`src/rtl/mux_rr_pipe_if.sv`:
```
// rtl/mux_rr_pipe_if.sv - channel and output handshake bundle for mux_rr_pipe
interface mux_rr_pipe_if #(
  parameter int WIDTH = 5,
  parameter int NCH   = 4,
  parameter int SEL_W = 2
);
  logic [NCH*WIDTH-1:0] in_data;
  logic [NCH-1:0]       in_valid;
  logic [NCH-1:0]       in_ready;
  logic [WIDTH-1:0]     out_data;
  logic [SEL_W-1:0]     out_chan;
  logic                 out_valid;
  logic                 out_ready;

  modport master (
    output in_data, in_valid, out_ready,
    input  in_ready, out_data, out_chan, out_valid
  );

  modport slave (
    input  in_data, in_valid, out_ready,
    output in_ready, out_data, out_chan, out_valid
  );
endinterface

```
`src/rtl/mux_rr_pipe.sv`:
```
// rtl/mux_rr_pipe.sv - registered N-channel selector, fixed or round-robin grant
// Optional transfer counter enabled by defining MUX_XFER_CNT_EN.
module mux_rr_pipe #(
  parameter int WIDTH = 5,
  parameter int NCH   = 4,
  parameter int SEL_W = 2
) (
  input  logic             clk,
  input  logic             rst_n,
  input  logic             mode,
  input  logic [SEL_W-1:0] select,
  mux_rr_pipe_if.slave     bus,
  output logic [15:0]      xfer_cnt
);
  localparam logic [SEL_W:0] NCH_W = (SEL_W+1)'(NCH);

  logic [SEL_W-1:0] ptr;
  logic [SEL_W-1:0] gnt;
  logic             gnt_valid;
  logic             space;
  logic             load;
  logic [SEL_W:0]   rr_idx;

  // Scan from the farthest candidate back toward ptr so the nearest valid one wins.
  always_comb begin
    gnt       = '0;
    gnt_valid = 1'b0;
    rr_idx    = '0;
    if (!mode) begin
      if ({1'b0, select} < NCH_W) begin
        gnt_valid = bus.in_valid[select];
        gnt       = select;
      end
    end else begin
      for (int k = NCH - 1; k >= 0; k--) begin
        rr_idx = {1'b0, ptr} + (SEL_W+1)'(k);
        if (rr_idx >= NCH_W) rr_idx = rr_idx - NCH_W;
        if (bus.in_valid[rr_idx[SEL_W-1:0]]) begin
          gnt_valid = 1'b1;
          gnt       = rr_idx[SEL_W-1:0];
        end
      end
    end
  end

  assign space = ~bus.out_valid | bus.out_ready;
  assign load  = gnt_valid & space;

  always_comb begin
    bus.in_ready = '0;
    for (int i = 0; i < NCH; i++) begin
      bus.in_ready[i] = load & (gnt == SEL_W'(i));
    end
  end

  always_ff @(posedge clk or negedge rst_n) begin
    if (!rst_n) begin
      bus.out_valid <= 1'b0;
      bus.out_data  <= '0;
      bus.out_chan  <= '0;
      ptr           <= '0;
    end else if (load) begin
      bus.out_valid <= 1'b1;
      bus.out_data  <= bus.in_data[int'(gnt)*WIDTH +: WIDTH];
      bus.out_chan  <= gnt;
      if (mode) begin
        ptr <= ({1'b0, gnt} == NCH_W - 1'b1) ? '0 : gnt + 1'b1;
      end
    end else if (bus.out_ready) begin
      bus.out_valid <= 1'b0;
    end
  end

`ifdef MUX_XFER_CNT_EN
  always_ff @(posedge clk or negedge rst_n) begin
    if (!rst_n) begin
      xfer_cnt <= '0;
    end else if (bus.out_valid && bus.out_ready) begin
      xfer_cnt <= xfer_cnt + 16'd1;
    end
  end
`else
  assign xfer_cnt = 16'h0000;
`endif
endmodule
```
`src/flat_wrapper.sv`:
```
// flat-port wrapper written by rule: the top's interface ports become plain ports
module mux_rr_pipe_flat 
#(
  parameter int WIDTH = 5,
  parameter int NCH   = 4,
  parameter int SEL_W = 2
)
  (clk, rst_n, mode, select, xfer_cnt, bus_in_data, bus_in_valid, bus_out_ready, bus_in_ready, bus_out_data, bus_out_chan, bus_out_valid);
  mux_rr_pipe_if #(.WIDTH(WIDTH), .NCH(NCH), .SEL_W(SEL_W)) bus_i ();
  input  logic clk;
  input  logic rst_n;
  input  logic mode;
  input  logic [SEL_W-1:0] select;
  output logic [15:0] xfer_cnt;
  input wire logic [$bits(bus_i.in_data)-1:0] bus_in_data;
  input wire logic [$bits(bus_i.in_valid)-1:0] bus_in_valid;
  input wire logic [$bits(bus_i.out_ready)-1:0] bus_out_ready;
  output wire logic [$bits(bus_i.in_ready)-1:0] bus_in_ready;
  output wire logic [$bits(bus_i.out_data)-1:0] bus_out_data;
  output wire logic [$bits(bus_i.out_chan)-1:0] bus_out_chan;
  output wire logic [$bits(bus_i.out_valid)-1:0] bus_out_valid;
  assign bus_i.in_data = bus_in_data;
  assign bus_i.in_valid = bus_in_valid;
  assign bus_i.out_ready = bus_out_ready;
  assign bus_in_ready = bus_i.in_ready;
  assign bus_out_data = bus_i.out_data;
  assign bus_out_chan = bus_i.out_chan;
  assign bus_out_valid = bus_i.out_valid;
  mux_rr_pipe #(.WIDTH(WIDTH), .NCH(NCH), .SEL_W(SEL_W)) u_core (.clk(clk), .rst_n(rst_n), .mode(mode), .select(select), .bus(bus_i), .xfer_cnt(xfer_cnt));
endmodule
```
`config.mk`:
```
export PLATFORM = sky130hd
export DESIGN_NAME = mux_rr_pipe_flat
export DESIGN_NICKNAME = d
export VERILOG_FILES = /design/src/rtl/mux_rr_pipe_if.sv /design/src/rtl/mux_rr_pipe.sv /design/src/flat_wrapper.sv
export SDC_FILE = /design/constraint.sdc
export NUM_CORES = 1
export LEC_CHECK = 0
export BUFFER_PORTS_ARGS = -buffer_cell sky130_fd_sc_hd__buf_4
export CORE_MARGIN = 2
export CORE_UTILIZATION = 42
export CTS_CLUSTER_SIZE = 30
export DETAILED_ROUTE_END_ITERATION = 8
export PLACE_DENSITY = 0.79
export SLEW_MARGIN = 20
export SYNTH_ARGS = -nofsm -noshare
export SYNTH_HDL_FRONTEND = slang
export SYNTH_SLANG_ARGS = --single-unit
```
`constraint.sdc`:
```
create_clock -name clk -period 2.7 [get_ports clk]
set_input_delay 0.135 -clock clk [delete_from_list [all_inputs] [get_ports clk]]
set_output_delay 0.135 -clock clk [all_outputs]
set_load 0.02 [all_outputs]
```
==> impl_metrics.prom, run 1 <==
# TYPE chip_impl_metric gauge
chip_impl_metric{name="routed_via_density",unit=""} 4.85
chip_impl_metric{name="worst_slew_pin_slew",unit="ns"} 1.00
chip_impl_info{name="startpoint_type",value="register"} 1
chip_impl_metric{name="postSynthAreaPerCell",unit="um^2"} 9.31
chip_impl_metric{name="skew",unit="ns"} 0.00756
chip_impl_metric{name="tritoncts_num_sinks",unit=""} 10
chip_impl_metric{name="avgRoutedWirePerCell",unit="um"} 12.9
chip_impl_metric{name="dr.pass1.iters",unit=""} 4
chip_impl_metric{name="antenna_violations_before_repair",unit=""} 0
chip_impl_metric{name="fp.dieArea",unit="um^2"} 2590
chip_impl_metric{name="yosys_warning_count",unit=""} 0
chip_impl_metric{name="globalplace.congestion",unit=""} 0.751
chip_impl_metric{name="synth_cells",unit=""} 99
chip_impl_metric{name="grt_first_pass_wirelength",unit="um"} 3560
chip_impl_metric{name="antennaDiodeCount",unit=""} 0
chip_impl_metric{name="synth-xor-area-share",unit="%"} 0
chip_impl_metric{name="layout-area-overhead-vs-synth",unit="%"} 33.6
chip_impl_metric{name="report.final.setup_viol",unit=""} 0
chip_impl_info{name="rsz0062_at_grt",value="false"} 1
chip_impl_info{name="timing.rr.end",value="u_core.ptr[1]$_DFFE_PN0P_"} 1
chip_impl_metric{name="die_width",unit="um"} 50.9
chip_impl_metric{name="timing.reg2reg.setup_slack",unit="ns"} 0.57
chip_impl_metric{name="worst_hold_path.num_cells",unit=""} 2
chip_impl_metric{name="drv_slew",unit=""} 0
chip_impl_metric{name="worst-r2r-cell-count",unit=""} 6
chip_impl_metric{name="synthMuxAreaShare",unit="%"} 28.4
chip_impl_metric{name="core",unit="um^2"} 2020
chip_impl_metric{name="rows",unit=""} 16
chip_impl_metric{name="cells_after_dpl",unit=""} 163
chip_impl_metric{name="grt_util_all_layers",unit="%"} 18.0
chip_impl_metric{name="clk_latency_worst_skew_pair",unit="ns"} 0.28
chip_impl_metric{name="post_route_cells_drive_above_1_share",unit="%"} 39.7
chip_impl_metric{name="leakage",unit="nW"} 0.638
chip_impl_metric{name="yosys_cell_types",unit=""} 26
chip_impl_info{name="mostFrequentLayoutCell",value="sky130_fd_sc_hd__buf_4"} 1
chip_impl_info{name="largest_family_of_logic_cells_by_synthesized_area",value="multiplexers"} 1
chip_impl_metric{name="power_density",unit="nW/um^2"} 695
chip_impl_info{name="tritoncts",value="built"} 1
chip_impl_metric{name="cts_made_buffers",unit=""} 3
chip_impl_metric{name="nets",unit=""} 173
chip_impl_metric{name="final.setup.tns",unit="ns"} 0
chip_impl_metric{name="synth-seq-area-share",unit="%"} 27.1
chip_impl_info{name="timing.hold.worst_endpoint",value="u_core.bus.out_valid$_DFFE_PN0P_"} 1
chip_impl_info{name="worst-setup-path-type",value="reg2out"} 1
chip_impl_metric{name="initialDrtViolationCount",unit=""} 12
chip_impl_metric{name="global_route.overflow_total",unit=""} 0
chip_impl_metric{name="grt_max_degree",unit=""} 14
chip_impl_metric{name="slew_headroom",unit="%"} 33.3
chip_impl_metric{name="synth_seq_cells",unit=""} 10
chip_impl_metric{name="ioPinCount",unit=""} 58
chip_impl_metric{name="clock.fmax",unit="MHz"} 421
chip_impl_metric{name="drv_cap",unit=""} 0
chip_impl_metric{name="synth_compound_gate_area_share",unit="%"} 13.0
chip_impl_metric{name="routed_wl",unit="um"} 2170
chip_impl_info{name="worstHoldStart",value="bus_out_ready"} 1
chip_impl_metric{name="h-tree-depth",unit=""} 1
chip_impl_info{name="mostFrequentLayoutCells",value="sky130_fd_sc_hd__buf_4, sky130_fd_sc_hd__mux2i_1, sky130_fd_sc_hd__conb_1, sky130_fd_sc_hd__dfrtp_1, sky130_fd_sc_hd__mux2_2"} 1
chip_impl_info{name="regToRegStartpoint",value="u_core.ptr[0]$_DFFE_PN0P_"} 1
chip_impl_metric{name="first_global_vias",unit=""} 836
chip_impl_metric{name="synth_adder_area_share",unit="%"} 1.36
chip_impl_metric{name="period_needed",unit="ns"} 2.37
chip_impl_info{name="setup.worst_path.end_class",value="output port"} 1
chip_impl_metric{name="clock_path_buffers",unit=""} 2
chip_impl_metric{name="port_buffers",unit=""} 41
chip_impl_metric{name="floorplan.initialDensity",unit="%"} 45.6
chip_impl_metric{name="peak_fanout_along_the_critical_path",unit=""} 13
chip_impl_metric{name="layout.filler_cells",unit=""} 176
chip_impl_metric{name="place_hpwl",unit="um"} 1710
chip_impl_metric{name="fp.dieH",unit="um"} 50.9
chip_impl_info{name="cts_root_buffer",value="sky130_fd_sc_hd__clkbuf_4"} 1
chip_impl_info{name="hp-class",value="in2reg"} 1
chip_impl_metric{name="num_vias",unit=""} 815
chip_impl_metric{name="synthSimpleGateAreaFrac",unit="%"} 12.8
chip_impl_metric{name="timing_hold_violations_final",unit=""} 0
chip_impl_metric{name="remaining_drc_errors",unit=""} 0
chip_impl_metric{name="clkTransAtPathRegs",unit="ns"} 0.07
chip_impl_metric{name="power",unit="uW"} 857
chip_impl_metric{name="cp.arrival",unit="ns"} 2.24
chip_impl_metric{name="ant_nets",unit=""} 0
chip_impl_metric{name="worst_ir_drop_vdd",unit="mV"} 0.454
chip_impl_metric{name="critPathRequiredTime",unit="ns"} 2.57
chip_impl_metric{name="finish.cell_count_without_fillers",unit=""} 168
chip_impl_metric{name="post_synth_instance_area",unit="um^2"} 922
chip_impl_metric{name="post_cts_resized",unit=""} 0
chip_impl_metric{name="min_period_over_period",unit="%"} 87.9
chip_impl_info{name="run_status",value="completed"} 1
synth_stat cells:
cell,instances,share of area (%)
sky130_fd_sc_hd__a211oi_1,1,0.81
sky130_fd_sc_hd__a21oi_1,5,2.7
sky130_fd_sc_hd__a221o_1,2,2.2
sky130_fd_sc_hd__a31oi_1,1,0.68
sky130_fd_sc_hd__a31oi_4,1,2.3
sky130_fd_sc_hd__and2_1,1,0.68
sky130_fd_sc_hd__and3_1,1,0.68
sky130_fd_sc_hd__buf_2,2,1.1
sky130_fd_sc_hd__buf_4,16,13
sky130_fd_sc_hd__clkbuf_1,1,0.41
sky130_fd_sc_hd__conb_1,1,0.41
sky130_fd_sc_hd__dfrtp_1,10,27
sky130_fd_sc_hd__ha_1,1,1.4
sky130_fd_sc_hd__inv_1,6,2.4
sky130_fd_sc_hd__mux2_2,7,8.5
sky130_fd_sc_hd__mux2i_1,16,17
sky130_fd_sc_hd__mux4_2,1,2.4
sky130_fd_sc_hd__nand2_1,5,2.0
sky130_fd_sc_hd__nand2b_1,5,3.4
sky130_fd_sc_hd__nand3b_1,1,0.81
sky130_fd_sc_hd__nor2_1,6,2.4
sky130_fd_sc_hd__nor2b_1,1,0.68
sky130_fd_sc_hd__o21ai_0,5,2.7
sky130_fd_sc_hd__o221ai_2,1,1.6
sky130_fd_sc_hd__or3_4,1,1.2
sky130_fd_sc_hd__or4_1,1,0.81
critical path, stage by stage, from the launching register on:
cell and delay [ns]:
sky130_fd_sc_hd__dfrtp_1 0.42, sky130_fd_sc_hd__inv_1 0.13, sky130_fd_sc_hd__a21oi_1 0.09, sky130_fd_sc_hd__o221ai_2 0.65, sky130_fd_sc_hd__inv_1 0.15, sky130_fd_sc_hd__ha_1 0.22
sky130_fd_sc_hd__and2_1 0.14, sky130_fd_sc_hd__buf_4 0.15
cells by family (layout without fill, tap and decap cells):
logic type      count (synthesis)  in the layout
flops                          10             10
simple gates                   22             22
fa+ha+maj                       1              1
mux                            24             24
compound gates                 16             16
buf+inv                        25             52
other cells                     1             16
report_power, final:
group	leakage [nW]	internal, mW	switching (mW)
logic	0.503	0.222	0.238
clock network	0.0210	0.0821	0.0599
registers	0.114	0.207	0.0482
total	0.638	0.510	0.346
per-layer routing:
metal	global-route usage [%]	part of all wire [%]
met2	32.2	51
met3	3.51	8.1
met5	0	0
met4	6.31	1.2
met1	21.3	40
timing repair:
item                                    CTS  global route
endpoints found under the setup margin    0             0
hold endpoints to repair                 10             0
buffers inserted                          0             0
hold buffers                              1             0
layout make-up:
class | count | area, um^2 | share of cell area (%)
tap | 27 | 33.8 | 2.74
inverter | 6 | 22.5 | 1.83
multi-input combinational | 79 | 572 | 46.4
sequential | 10 | 250 | 20.3
timing repair buffer | 42 | 318 | 25.8
clock buffer | 4 | 36.3 | 2.94
registers in the layout, indices dropped and copies added, names as in the netlist:
register	count
u_core.bus.out_valid	1
u_core.bus.out_chan	2
u_core.ptr	2
u_core.bus.out_data	5
how the worst max path moves through the flow:
stage | slack (ns) | to | startpoint | depth (start not counted)
after detailed placement | 0.55 | u_core.ptr[1]$_DFFE_PN0P_ | u_core.ptr[0]$_DFFE_PN0P_ | 6
after global placement | 0.59 | u_core.ptr[1]$_DFFE_PN0P_ | u_core.ptr[1]$_DFFE_PN0P_ | 6
after floorplan | 0.77 | u_core.ptr[1]$_DFFE_PN0P_ | u_core.ptr[1]$_DFFE_PN0P_ | 6
after global routing | 0.18 | bus_in_ready[3] | u_core.ptr[0]$_DFFE_PN0P_ | 7
final | 0.33 | bus_in_ready[3] | u_core.ptr[0]$_DFFE_PN0P_ | 7
after CTS | 0.31 | bus_in_ready[3] | u_core.ptr[0]$_DFFE_PN0P_ | 7
metrics by stage:
step	util, %	worst slack [ns]	instance area (um^2)	hold slack [ns]
floorplan	-	0.773	978	-0.161
global placement	58.7	0.589	1190	-0.0320
detailed placement	58.7	0.552	1190	-0.0301
CTS	61.0	0.309	1230	0.0447
global route	61.0	0.179	1230	0.0652
finish	61.0	0.327	1230	0.0444
Note: power is estimated with default switching activity, not from simulation.
==> run 2: changes to the inputs <==
==> constraint.sdc (replaced) <==
create_clock -name clk -period 2.7 [get_ports clk]
set_input_delay 0.135 -clock clk [delete_from_list [all_inputs] [get_ports clk]]
set_output_delay 0.135 -clock clk [all_outputs]
set_load 0.05 [all_outputs]
==> run 2 against run 1 <==
Clock skew fell by 0.0051 ns. Sequential share of layout area unchanged. Clock-buffer cell count stayed put. Die area stayed put. Largest cell class unchanged. Cell count did not move. Via count increased by 3.2%. Utilization stayed put. Setup slack got worse by 0.085 ns. Register-to-register slack lost 0.02 ns. Wire length up 2.2%. First-iteration DRC count increased by 42%. Sequential cell count unchanged.
==> impl_metrics.prom, run 2 (synthesis gave the netlist of run 1 again) <==
# TYPE chip_impl_metric gauge
chip_impl_metric{name="remaining_drc_errors",unit=""} 0
chip_impl_metric{name="nets",unit=""} 173
chip_impl_metric{name="worst_slew_pin_slew",unit="ns"} 0.961
chip_impl_info{name="run_status",value="completed"} 1
chip_impl_metric{name="ant_nets",unit=""} 0
chip_impl_metric{name="clk_latency_worst_skew_pair",unit="ns"} 0.27
chip_impl_metric{name="cts_made_buffers",unit=""} 3
chip_impl_metric{name="post_cts.repair.setup_buffers",unit=""} 0
chip_impl_info{name="crit_family",value="simple AND/OR/NAND/NOR gates"} 1
chip_impl_metric{name="drv_cap",unit=""} 0
chip_impl_info{name="cp_cell_sequence",value="nand2b_1, a21oi_1, or3_4, a31oi_4, ha_1, and2_1, buf_4"} 1
chip_impl_metric{name="die_width",unit="um"} 50.9
chip_impl_metric{name="period_needed",unit="ns"} 2.46
chip_impl_metric{name="fp.dieH",unit="um"} 50.9
chip_impl_metric{name="grt_first_pass_wirelength",unit="um"} 3420
chip_impl_info{name="startpoint_type",value="register"} 1
chip_impl_metric{name="slew_headroom",unit="%"} 35.9
chip_impl_metric{name="final.setup.tns",unit="ns"} 0
chip_impl_metric{name="grt_util_all_layers",unit="%"} 17.6
chip_impl_info{name="hp-class",value="in2reg"} 1
chip_impl_metric{name="fp.dieArea",unit="um^2"} 2590
chip_impl_metric{name="initialDrtViolationCount",unit=""} 17
chip_impl_metric{name="routed_wl",unit="um"} 2220
chip_impl_info{name="tritoncts",value="built"} 1
chip_impl_metric{name="timing_hold_violations_final",unit=""} 0
chip_impl_metric{name="h-tree-depth",unit=""} 1
chip_impl_metric{name="tritoncts_num_sinks",unit=""} 10
chip_impl_metric{name="floorplan.initialDensity",unit="%"} 45.6
chip_impl_metric{name="cp_max_stage_delay",unit="ns"} 0.44
chip_impl_metric{name="global_route.overflow_total",unit=""} 0
chip_impl_metric{name="num_vias",unit=""} 841
chip_impl_metric{name="cp.arrival",unit="ns"} 2.32
chip_impl_metric{name="power",unit="uW"} 998
chip_impl_info{name="mostFrequentLayoutCell",value="sky130_fd_sc_hd__buf_4"} 1
chip_impl_info{name="setup.worst_path.end_class",value="output port"} 1
chip_impl_metric{name="drv_slew",unit=""} 0
chip_impl_metric{name="layout-area-overhead-vs-synth",unit="%"} 33.6
chip_impl_metric{name="ioPinCount",unit=""} 58
chip_impl_metric{name="grt_max_degree",unit=""} 14
chip_impl_info{name="largest_registers",value="u_core.bus.out_data: 5 flops, u_core.bus.out_chan: 2 flops, u_core.ptr: 2 flops"} 1
chip_impl_info{name="largest_register",value="u_core.bus.out_data"} 1
chip_impl_metric{name="clock.fmax",unit="MHz"} 407
chip_impl_metric{name="first_global_vias",unit=""} 800
chip_impl_metric{name="skew",unit="ns"} 0.00246
chip_impl_metric{name="clkTransAtPathRegs",unit="ns"} 0.07
chip_impl_metric{name="dpl_cell_area",unit="um^2"} 1190
chip_impl_metric{name="antenna_violations_before_repair",unit=""} 0
chip_impl_metric{name="critPathRequiredTime",unit="ns"} 2.57
chip_impl_metric{name="leakage",unit="nW"} 0.638
chip_impl_metric{name="place_hpwl",unit="um"} 1710
chip_impl_metric{name="worst_hold_slack",unit="ns"} 0.0537
chip_impl_metric{name="critical_path.n_buffers_inverters",unit=""} 1
chip_impl_info{name="cpMaxStageDelayCell",value="sky130_fd_sc_hd__dfrtp_1"} 1
chip_impl_metric{name="post_route_cells_drive_above_1_share",unit="%"} 39.7
chip_impl_metric{name="globalplace.congestion",unit=""} 0.771
chip_impl_metric{name="power_density",unit="nW/um^2"} 810
chip_impl_metric{name="rows",unit=""} 16
chip_impl_metric{name="clock_path_buffers",unit=""} 2
chip_impl_metric{name="worst_ir_drop_vdd",unit="mV"} 0.779
chip_impl_metric{name="min_period_over_period",unit="%"} 91.0
chip_impl_info{name="mostFrequentLayoutCells",value="sky130_fd_sc_hd__buf_4, sky130_fd_sc_hd__mux2i_1, sky130_fd_sc_hd__conb_1, sky130_fd_sc_hd__dfrtp_1, sky130_fd_sc_hd__mux2_2"} 1
chip_impl_metric{name="peak_fanout_along_the_critical_path",unit=""} 10
chip_impl_metric{name="stdcell_area",unit="um^2"} 1230
chip_impl_metric{name="port_buffers",unit=""} 41
chip_impl_metric{name="avgRoutedWirePerCell",unit="um"} 13.2
chip_impl_info{name="cts_root_buffer",value="sky130_fd_sc_hd__clkbuf_4"} 1
chip_impl_metric{name="largest_register_ffs",unit=""} 5
chip_impl_info{name="rsz0062_at_grt",value="false"} 1
chip_impl_metric{name="dr.pass1.iters",unit=""} 5
chip_impl_metric{name="report.final.setup_viol",unit=""} 0
chip_impl_metric{name="routed_via_density",unit=""} 5.01
chip_impl_info{name="worst-setup-path-type",value="reg2out"} 1
chip_impl_metric{name="core",unit="um^2"} 2020
chip_impl_metric{name="antennaDiodeCount",unit=""} 0
run 2: cell counts in the layout (fill, tap and decap cells not counted):
No cell type changed its count.
run 2: cell type report:
cell class	instances	area (um^2)
Sequential cell	10	250
Tap cell	27	33.8
Clock buffer	4	36.3
Multi-Input combinational cell	79	572
Inverter	6	22.5
Timing Repair Buffer	42	318
Fill cell	186	790
run 2: power breakdown:
group | total [mW] | leakage, nW | internal (mW) | switching, mW
Sequential | 0.252 | 0.114 | 0.207 | 0.0452
Clock | 0.134 | 0.0210 | 0.0819 | 0.0517
Combinational | 0.612 | 0.503 | 0.224 | 0.388
Total | 0.998 | 0.638 | 0.513 | 0.485
run 2: final timing paths:
| check | from | endpoint | slack [ns] | cells past startpoint |
|---|---|---|---|---|
| min in group asynchronous | rst_n | u_core.bus.out_valid$_DFFE_PN0P_ | 0.23 | 2 |
| min | bus_out_ready | u_core.bus.out_valid$_DFFE_PN0P_ | 0.05 | 2 |
| max | u_core.ptr[1]$_DFFE_PN0P_ | bus_in_ready[3] | 0.24 | 7 |
| max in group asynchronous | rst_n | u_core.bus.out_data[2]$_DFFE_PN0P_ | 2.33 | 2 |
| min reg2reg | u_core.bus.out_data[0]$_DFFE_PN0P_ | u_core.bus.out_data[0]$_DFFE_PN0P_ | 0.52 | 1 |
| max reg2reg | u_core.ptr[1]$_DFFE_PN0P_ | u_core.ptr[1]$_DFFE_PN0P_ | 0.55 | 6 |
run 2: metal layers:
layer	global-route usage (%)	routed length, um	up-vias
li1	-	-	400
met1	19.7	909	390
met2	31.1	1150	45
met3	4.39	127	6
met4	8.11	36	0
met5	0	0	-
run 2: worst register-to-register path: cells and delay by family, from the launching register on:
kind / cells / cell delay [ns]
mux: 1 / 0.26
compound gates: 2 / 0.50
simple gates: 2 / 0.53
fa+ha+maj: 1 / 0.31
flops: 1 / 0.44
run 2: metrics by stage:
stage	setup slack [ns]	utilization (%)	cells
finish	0.242	61.0	168
global route	0.0707	61.0	168
CTS	0.237	61.0	168
detailed placement	0.550	58.7	163
global placement	0.592	58.7	163
floorplan	0.626	-	114
run 2: repair_timing:
item | CTS | global route
resized for setup | 0 | 0
hold buffers | 1 | 0
endpoints found under the hold margin | 10 | 0
